`config.mk`:
```
export PLATFORM = sky130hd
export DESIGN_NAME = load_store_unit
export DESIGN_NICKNAME = d
export VERILOG_FILES = /design/src/rtl/lsu_pkg.sv /design/src/rtl/lsu_align.sv /design/src/rtl/load_store_unit.sv
export SDC_FILE = /design/constraint.sdc
export NUM_CORES = 1
export LEC_CHECK = 0
export CORE_MARGIN = 4
export CORE_UTILIZATION = 46
export DETAILED_ROUTE_END_ITERATION = 12
export GPL_TIMING_DRIVEN = 1
export PLACE_DENSITY = 0.78
export SLEW_MARGIN = 20
export SYNTH_ARGS = -nofsm -noshare
export SYNTH_HDL_FRONTEND = slang
export SYNTH_SLANG_ARGS = --single-unit
```
`constraint.sdc`:
```
create_clock -name clk -period 2.5 [get_ports clk]
set_input_delay 0.5 -clock clk [delete_from_list [all_inputs] [get_ports clk]]
set_output_delay 0.5 -clock clk [all_outputs]
set_load 0.005 [all_outputs]
```
`src/rtl/lsu_pkg.sv`:
```
// Shared definitions for the load/store unit: access-width encodings as produced
// by the decoder, the FSM state encoding and the default ack timeout.
package lsu_pkg;

  // Access width (whb) encodings; 2'b11 is illegal.
  localparam logic [1:0] WHB_BYTE = 2'b00;
  localparam logic [1:0] WHB_HALF = 2'b01;
  localparam logic [1:0] WHB_WORD = 2'b10;

  // Cycles mem_req may wait for mem_ack before the access is aborted.
  localparam int unsigned LSU_TIMEOUT = 16;

  typedef enum logic [1:0] {
    IDLE,
    BUSY,
    DONE,
    FAULT
  } lsu_state_e;

endpackage

```
`src/rtl/lsu_align.sv`:
```
// Combinational lane logic for the load/store unit.
// Ports:
//   addr_i     low two address bits of the access
//   whb_i      access width (byte/half/word/illegal)
//   su_i       1 = sign-extend load, 0 = zero-extend
//   wdata_i    raw store data
//   rdata_i    raw memory read word
//   be_o       byte enables for the access
//   wdata_o    store data replicated across all lanes of its width
//   rdata_o    load data extracted from its lane and extended to 32 bits
//   misalign_o width is illegal or the address is not naturally aligned
module lsu_align
  import lsu_pkg::*;
(
  input  logic [1:0]  addr_i,
  input  logic [1:0]  whb_i,
  input  logic        su_i,
  input  logic [31:0] wdata_i,
  input  logic [31:0] rdata_i,
  output logic [3:0]  be_o,
  output logic [31:0] wdata_o,
  output logic [31:0] rdata_o,
  output logic        misalign_o
);

  logic [7:0]  byte_v;
  logic [15:0] half_v;

  assign byte_v = rdata_i[{addr_i, 3'b000} +: 8];
  assign half_v = rdata_i[{addr_i[1], 4'b0000} +: 16];

  always_comb begin
    be_o       = 4'b0000;
    wdata_o    = wdata_i;
    rdata_o    = rdata_i;
    misalign_o = 1'b0;
    unique case (whb_i)
      WHB_BYTE: begin
        be_o    = 4'b0001 << addr_i;
        wdata_o = {4{wdata_i[7:0]}};
        rdata_o = {{24{su_i & byte_v[7]}}, byte_v};
      end
      WHB_HALF: begin
        be_o       = 4'b0011 << {addr_i[1], 1'b0};
        wdata_o    = {2{wdata_i[15:0]}};
        rdata_o    = {{16{su_i & half_v[15]}}, half_v};
        misalign_o = addr_i[0];
      end
      WHB_WORD: begin
        be_o       = 4'b1111;
        misalign_o = |addr_i;
      end
      default: misalign_o = 1'b1;
    endcase
  end

endmodule

```
`src/rtl/load_store_unit.sv`:
```
// MEM-stage load/store unit: one data-memory access per request over a req/ack
// handshake, with lane formatting, load extension, misalignment and timeout faults.
// Ports:
//   clk, rst                      clock, synchronous active-high reset
//   ex_valid/ex_ld/ex_st          request qualifiers from EX/MEM
//   ex_addr/ex_wdata/ex_whb/ex_su access address, store data, width, signedness
//   lsu_stall                     hold the pipeline (accept cycle and while busy)
//   mem_req/mem_we/mem_addr/mem_be/mem_wdata/mem_ack/mem_rdata   memory port
//   wb_valid/wb_rdata             one-cycle completion pulse and load result
//   misalign/bus_err              one-cycle fault pulses
module load_store_unit
  import lsu_pkg::*;
#(
  parameter int unsigned TIMEOUT = LSU_TIMEOUT,
  parameter int unsigned ADDR_W  = 32
) (
  input  logic              clk,
  input  logic              rst,
  input  logic              ex_valid,
  input  logic              ex_ld,
  input  logic              ex_st,
  input  logic [ADDR_W-1:0] ex_addr,
  input  logic [31:0]       ex_wdata,
  input  logic [1:0]        ex_whb,
  input  logic              ex_su,
  output logic              lsu_stall,
  output logic              mem_req,
  output logic              mem_we,
  output logic [ADDR_W-1:0] mem_addr,
  output logic [3:0]        mem_be,
  output logic [31:0]       mem_wdata,
  input  logic              mem_ack,
  input  logic [31:0]       mem_rdata,
  output logic              wb_valid,
  output logic [31:0]       wb_rdata,
  output logic              misalign,
  output logic              bus_err
);

  localparam int unsigned CntW = (TIMEOUT > 1) ? $clog2(TIMEOUT) : 1;

  lsu_state_e        state_q;
  logic [CntW-1:0]   cnt_q;
  logic [ADDR_W-1:0] addr_q;
  logic [1:0]        lo_q;
  logic [1:0]        whb_q;
  logic              su_q;
  logic              we_q;
  logic [3:0]        be_q;
  logic [31:0]       wdata_q;
  logic              mem_req_q;
  logic              wb_valid_q;
  logic [31:0]       wb_rdata_q;
  logic              misalign_q;
  logic              bus_err_q;

  logic              accept;
  logic              illegal;
  logic [1:0]        al_addr;
  logic [1:0]        al_whb;
  logic              al_su;
  logic [3:0]        al_be;
  logic [31:0]       al_wdata;
  logic [31:0]       al_rdata;
  logic              al_misalign;

  // One aligner serves both phases: request fields while idle, latched fields while busy.
  assign al_addr = (state_q == BUSY) ? lo_q  : ex_addr[1:0];
  assign al_whb  = (state_q == BUSY) ? whb_q : ex_whb;
  assign al_su   = (state_q == BUSY) ? su_q  : ex_su;

  lsu_align u_align (
    .addr_i     (al_addr),
    .whb_i      (al_whb),
    .su_i       (al_su),
    .wdata_i    (ex_wdata),
    .rdata_i    (mem_rdata),
    .be_o       (al_be),
    .wdata_o    (al_wdata),
    .rdata_o    (al_rdata),
    .misalign_o (al_misalign)
  );

  assign accept  = (state_q == IDLE) && ex_valid && (ex_ld || ex_st);
  assign illegal = al_misalign || (ex_ld && ex_st);

  always_ff @(posedge clk) begin
    if (rst) begin
      state_q    <= IDLE;
      cnt_q      <= '0;
      addr_q     <= '0;
      lo_q       <= 2'b00;
      whb_q      <= 2'b00;
      su_q       <= 1'b0;
      we_q       <= 1'b0;
      be_q       <= 4'b0000;
      wdata_q    <= '0;
      mem_req_q  <= 1'b0;
      wb_valid_q <= 1'b0;
      wb_rdata_q <= '0;
      misalign_q <= 1'b0;
      bus_err_q  <= 1'b0;
    end else begin
      // Pulse outputs default low; set only on the transition into their state.
      wb_valid_q <= 1'b0;
      misalign_q <= 1'b0;
      bus_err_q  <= 1'b0;
      unique case (state_q)
        IDLE: begin
          if (accept) begin
            if (illegal) begin
              state_q    <= FAULT;
              misalign_q <= 1'b1;
            end else begin
              state_q   <= BUSY;
              mem_req_q <= 1'b1;
              cnt_q     <= '0;
              addr_q    <= {ex_addr[ADDR_W-1:2], 2'b00};
              lo_q      <= ex_addr[1:0];
              whb_q     <= ex_whb;
              su_q      <= ex_su;
              we_q      <= ex_st;
              be_q      <= al_be;
              wdata_q   <= al_wdata;
            end
          end
        end
        BUSY: begin
          if (mem_ack) begin
            state_q    <= DONE;
            mem_req_q  <= 1'b0;
            wb_valid_q <= 1'b1;
            wb_rdata_q <= we_q ? 32'h0 : al_rdata;
          end else if (cnt_q == CntW'(TIMEOUT - 1)) begin
            state_q   <= FAULT;
            mem_req_q <= 1'b0;
            bus_err_q <= 1'b1;
          end else begin
            cnt_q <= cnt_q + 1'b1;
          end
        end
        DONE: begin
          state_q    <= IDLE;
          wb_rdata_q <= '0;
        end
        FAULT: state_q <= IDLE;
        default: state_q <= IDLE;
      endcase
    end
  end

  assign lsu_stall = accept || (state_q == BUSY);
  assign mem_req   = mem_req_q;
  assign mem_we    = mem_req_q & we_q;
  assign mem_addr  = mem_req_q ? addr_q  : '0;
  assign mem_be    = mem_req_q ? be_q    : 4'b0000;
  assign mem_wdata = mem_req_q ? wdata_q : 32'h0;
  assign wb_valid  = wb_valid_q;
  assign wb_rdata  = wb_rdata_q;
  assign misalign  = misalign_q;
  assign bus_err   = bus_err_q;

endmodule

```
==> reports/results.ini, run 1 <==
[power]
p_leak_nw = 3.21
vdd_drop_max_mv = 0.563
power_density_mw_per_mm2 = 618
power.total_mw = 5.69

[clock_tree]
clkSinkCount = 114
holdBufCountCts = 0
clk_pin_slew_ns = 0.06
cts_root_buf = clkbuf_16
clockBufferDepth = 2
cts_setup_buffers = 0
cts_tree = done
clock_latency_ns = 0.43
htree_levels = 4
numCtsBuffers = 17

[route]
ant_nets = 0
wl_per_cell_um = 19.8
drt_wl_total_um = 21900
vias_per_cell = 6.09
remaining_drc_errors = 0
drt_iter0_markers = 845
num_vias = 6751
first_pass_iters = 6

[grt]
grt_usage_pct = 28.5
antenna_found_initial = 0
grt_max_degree = 69
grt_overflow = 0
grt_pass1_wl_um = 34200
grt_pass1_vias = 6488

[placed_design]
detailed_place_hpwl_um = 15200
pre_cts_ws_ns = 0.0406
io_buffers = 208
gp_congestion = 0.980
dp_cells = 1076
place_area_mm2 = 0.00858

[sta]
slew_headroom_pct = 50.3
fin_crit_sh_pct = 99.0
rsz0062_at_grt = false
slew_violations = 0
post-route-min-period_ns = 2.47
setup_viol = 0
hold_viol = 0
fin_skew_ns = 0.00833
tns_ns = 0
fmax_mhz = 404
hold_ws_ns = 0.451
worst_slew_pin_slew_ns = 0.743
setup_ws_ns = 0.0255

[layout]
area_growth_pct = 49.6
mostFrequentLayoutCells = clkdlybuf4s50_1 (207), dfxtp_1 (113), a21oi_1 (83)
mostFrequentLayoutCell = clkdlybuf4s50_1
antenna_cells = 0
drive_gt1_share_pct = 13.8
final_core_utilization_pct = 71.5
stdcell_count = 1108
final_cell_area_mm2 = 0.00920
nets = 1029

[logic_synthesis]
synth_cells = 718
synth-seq-cells = 114
async_flop_share_pct = 0
synth_ff_type = dfxtp_1
ys_types = 70
avgSynthCellArea_um2 = 8.57
synth-seq-area-share_pct = 37.1
synth-edff-count = 0
syn-cell-area_mm2 = 0.00615
yosysWarningCount = 0

[critical_path]
startpoint = ex_st
setup.worst_path.end_class = primary output
max_stage_delay_ns = 0.62
critPathKind = in -> out
r2r_slack_ns = 0.30
crit_end = lsu_stall
cp.depth = 4
reg2reg_to = wb_rdata[12]$_SDFFE_PP0P_
critPathMostFrequentCell = clkdlybuf4s50_1
required_ns = 2.00
path_delay_family = buffers and inverters
r2r_cells = 6
worstPathCellList = clkdlybuf4s50_1, o211ai_1, nand2_1, clkdlybuf4s50_1
cp.buffers_inverters = 2
cp-start-kind = input pin
cp.arrival_ns = 1.97
path_max_fanout = 5
crit_path_top_delay_cell = clkdlybuf4s50_1
r2r-start = state_q[0]$_SDFFE_PP0P_

[floorplan]
coreArea_mm2 = 0.0129
chipHeight_um = 124
die-area_mm2 = 0.0153
io_pins = 211
die_w_um = 124
start_util_pct = 47.8
rows = 41

[job]
drv_cap = 0

[worst_hold_path]
hold_class = in -> reg

[outcome]
status = finished, final reports clean

-- state kept, by name, summed over array words and instances (netlist names) --
name      flops
wb_rdata     32
wdata_q      32
addr_q       30
be_q          4
cnt_q         4
lo_q          2
state_q       2
whb_q         2
bus_err       1
mem_req       1
misalign      1
su_q          1
wb_valid      1
we_q          1
-- worst reg2reg max path, delay by kind of cell, from the launching register on --
family / cells / cell delay [ns]
AOI/OAI and AO/OA: 2 / 0.71
buffers and inverters: 1 / 0.21
DFF: 1 / 0.48
muxes: 1 / 0.20
and+or+nand+nor: 2 / 0.50
-- area by class of cell --
class	instances	area, um^2
Fill cell	969	3670
Multi-Input combinational cell	520	3490
Clock buffer	20	457
Timing Repair Buffer	261	2560
Inverter	9	33.8
Tap cell	172	215
Sequential cell	114	2280
Clock inverter	12	156
-- what timing repair did --
item,CTS,global route
setup endpoints to repair,1,0
endpoints found under the hold margin,0,0
gates resized for setup,1,0
-- Yosys cell counts, drive strengths merged (4+ instances only) --
library cell	number	area (um^2)
a222oi	15	150
a21oi	85	433
a31oi	4	31.3
mux2i	20	229
a2111o	8	90.1
and2	68	425
o221ai	7	61.3
inv	9	33.8
dfxtp	114	2280
o21ai	57	285
nor3	5	25.0
buf	28	203
a311oi	25	282
o21a	7	52.6
nand3	51	255
clkbuf	48	183
nor2	15	66.3
a211oi	26	195
nand2	54	203
o211ai	6	50.1
nand4	4	46.3
mux2	10	120
a221oi	15	131
-- how the worst min path moves through the flow --
stage                             startpoint  depth (start not counted)                        to  slack (ns)
CTS                                      rst                          2      lo_q[0]$_SDFFE_PP0P_        0.43
global route                             rst                          2      be_q[3]$_SDFFE_PP0P_        0.44
finish                                   rst                          2      lo_q[0]$_SDFFE_PP0P_        0.45
floorplan           wdata_q[29]$_SDFFE_PP0P_                          2  wdata_q[29]$_SDFFE_PP0P_        0.45
global placement     wdata_q[7]$_SDFFE_PP0P_                          2   wdata_q[7]$_SDFFE_PP0P_        0.46
detailed placement   wdata_q[7]$_SDFFE_PP0P_                          2   wdata_q[7]$_SDFFE_PP0P_        0.46
-- routing by layer --
| layer | part of all wire (%) | GRT usage [%] |
|---|---|---|
| met1 | 41 | 37.7 |
| met2 | 47 | 43.8 |
| met3 | 8.5 | 7.27 |
| met4 | 3.7 | 13.3 |
| met5 | 0 | 0 |
-- cells by family (layout without fill, tap and decap cells) --
group / Yosys count / count (layout) / synth area share, %
and+or+nand+nor: 217 / 217 / 19.3
muxes: 30 / 30 / 5.67
xor gates and xnor gates: 3 / 3 / 0.427
DFF: 114 / 114 / 37.1
other: 1 / 2 / 0.0610
buffers and inverters: 85 / 302 / 6.81
AOI/OAI and AO/OA: 267 / 267 / 30.4
adders and majority gates: 1 / 1 / 0.203
-- power by group --
group	internal, mW	switching, mW	leakage, nW
Sequential	1.91	0.0609	0.925
Combinational	0.550	0.654	1.99
Clock	1.62	0.897	0.289
Power figures use the tool's default switching activity.
==> run 2, diff against run 1 <==
- CORE_MARGIN: 4 -> not set
- SKIP_CTS_REPAIR_TIMING: not set -> 1
==> run 2 against run 1 <==
  * Sequential power about the same
  * Register-to-register slack gained 0.03 ns
  * Wire length down 5.4%
  * Setup slack improved by 0.084 ns
  * Clock skew shrank 0.0025 ns
  * Via count down 1.9%
  * Largest power group unchanged
==> reports/results.ini, run 2 (same netlist as run 1, synthesis figures left out) <==
[job]
drv_cap = 0

[critical_path]
reg2reg_to = wb_rdata[16]$_SDFFE_PP0P_
crit_end = lsu_stall
crit_path_top_delay_cell = clkdlybuf4s50_1
cp.depth = 5
max_stage_delay_ns = 0.56
cp.buffers_inverters = 2
path_delay_family = buffers and inverters
setup.worst_path.end_class = primary output
cp-start-kind = flip-flop
worstPathCellList = buf_4, nor2_2, o211ai_1, nand2_1, clkdlybuf4s50_1
r2r_cells = 6
r2r-start = state_q[0]$_SDFFE_PP0P_
path_max_fanout = 10
r2r_slack_ns = 0.33
required_ns = 2.00
startpoint = state_q[1]$_SDFFE_PP0P_
critPathKind = reg -> out
cp.arrival_ns = 1.89

[sta]
fin_crit_sh_pct = 95.6
hold_ws_ns = 0.470
slew_headroom_pct = 51.7
fmax_mhz = 418
post-route-min-period_ns = 2.39
worst_slew_pin_slew_ns = 0.722
rsz0062_at_grt = false
hold_viol = 0
tns_ns = 0
setup_ws_ns = 0.109
slew_violations = 0
fin_skew_ns = 0.00588
setup_viol = 0

[clock_tree]
clock_latency_ns = 0.42
clk_pin_slew_ns = 0.05
numCtsBuffers = 17
clkSinkCount = 114
cts_tree = done
clockBufferDepth = 2
cts_root_buf = clkbuf_16
htree_levels = 4

[layout]
drive_gt1_share_pct = 12.5
final_core_utilization_pct = 71.2
mostFrequentLayoutCell = clkdlybuf4s50_1
final_cell_area_mm2 = 0.00913
nets = 1014
area_growth_pct = 48.4
mostFrequentLayoutCells = clkdlybuf4s50_1 (207), dfxtp_1 (113), a21oi_1 (83)
antenna_cells = 0
stdcell_count = 1092

[outcome]
status = finished, final reports clean

[grt]
grt_max_degree = 64
antenna_found_initial = 0
grt_pass1_wl_um = 33200
grt_pass1_vias = 6477
grt_usage_pct = 29.6
grt_overflow = 0

[power]
power.total_mw = 5.47
power_density_mw_per_mm2 = 599
pwr-share-comb_pct = 21.9
p_seq_share_pct = 35.9
vdd_drop_max_mv = 0.497
p_leak_nw = 3.16
p_int_mw = 3.91
clkPwrFrac_pct = 42.2
p_sw_share_pct = 28.5
p_switching_mw = 1.56

[placed_design]
detailed_place_hpwl_um = 14400
gp_congestion = 0.883
place_area_mm2 = 0.00855
pre_cts_ws_ns = 0.0458
io_buffers = 208
dp_cells = 1061

[floorplan]
die_w_um = 118
rows = 41
die-area_mm2 = 0.0138
io_pins = 211
start_util_pct = 48.0
coreArea_mm2 = 0.0128
chipHeight_um = 118

[route]
first_pass_iters = 6
drt_wl_total_um = 20700
num_vias = 6626
vias_per_cell = 6.07
drt_iter0_markers = 797
ant_nets = 0
remaining_drc_errors = 0
wl_per_cell_um = 19.0

[worst_hold_path]
hold_class = reg -> reg

## run 2: power groups by stage
stage	registers [mW]	clock network [mW]	logic, mW
2_1_floorplan	1.98	0	0.661
3_3_place_gp	2.00	0	1.14
3_5_place_dp	2.00	0	1.17
4_1_cts	1.96	2.32	1.18
5_1_grt	1.98	2.41	1.28
6_report	1.97	2.31	1.20
## run 2: worst min-delay path by stage
stage / endpoint / start / cells after the start / slack [ns]
final: addr_q[9]$_SDFFE_PP0P_ / addr_q[9]$_SDFFE_PP0P_ / 2 / 0.47
after global routing: addr_q[14]$_SDFFE_PP0P_ / addr_q[14]$_SDFFE_PP0P_ / 2 / 0.49
after CTS: wdata_q[5]$_SDFFE_PP0P_ / wdata_q[5]$_SDFFE_PP0P_ / 2 / 0.47
after detailed placement: wdata_q[5]$_SDFFE_PP0P_ / wdata_q[5]$_SDFFE_PP0P_ / 2 / 0.46
after global placement: wdata_q[26]$_SDFFE_PP0P_ / wdata_q[26]$_SDFFE_PP0P_ / 2 / 0.46
after floorplan: wdata_q[29]$_SDFFE_PP0P_ / wdata_q[29]$_SDFFE_PP0P_ / 2 / 0.45
## run 2: layout make-up
| type | count | area, um^2 |
|---|---|---|
| Sequential cell | 114 | 2280 |
| Clock buffer | 21 | 480 |
| Fill cell | 972 | 3690 |
| Tap cell | 172 | 215 |
| Timing Repair Buffer | 246 | 2540 |
| Multi-Input combinational cell | 520 | 3500 |
| Inverter | 9 | 33.8 |
| Clock inverter | 10 | 83.8 |
## run 2: worst register-to-register path: stages, from the launching register on
cell	delay (ns)
dfxtp_2	0.45
nand2b_4	0.21
buf_4	0.23
mux2i_4	0.19
o21ba_2	0.30
nand4_4	0.33
a311oi_1	0.35
## run 2: per-layer routing
layer  up-vias  GRT usage, %  share of wire (%)
li1       3069             -                  -
met1      3146          37.1                 42
met2       352          47.9                 47
met3        59          7.17                7.7
met4         0          13.4                3.1
met5         -             0                  0
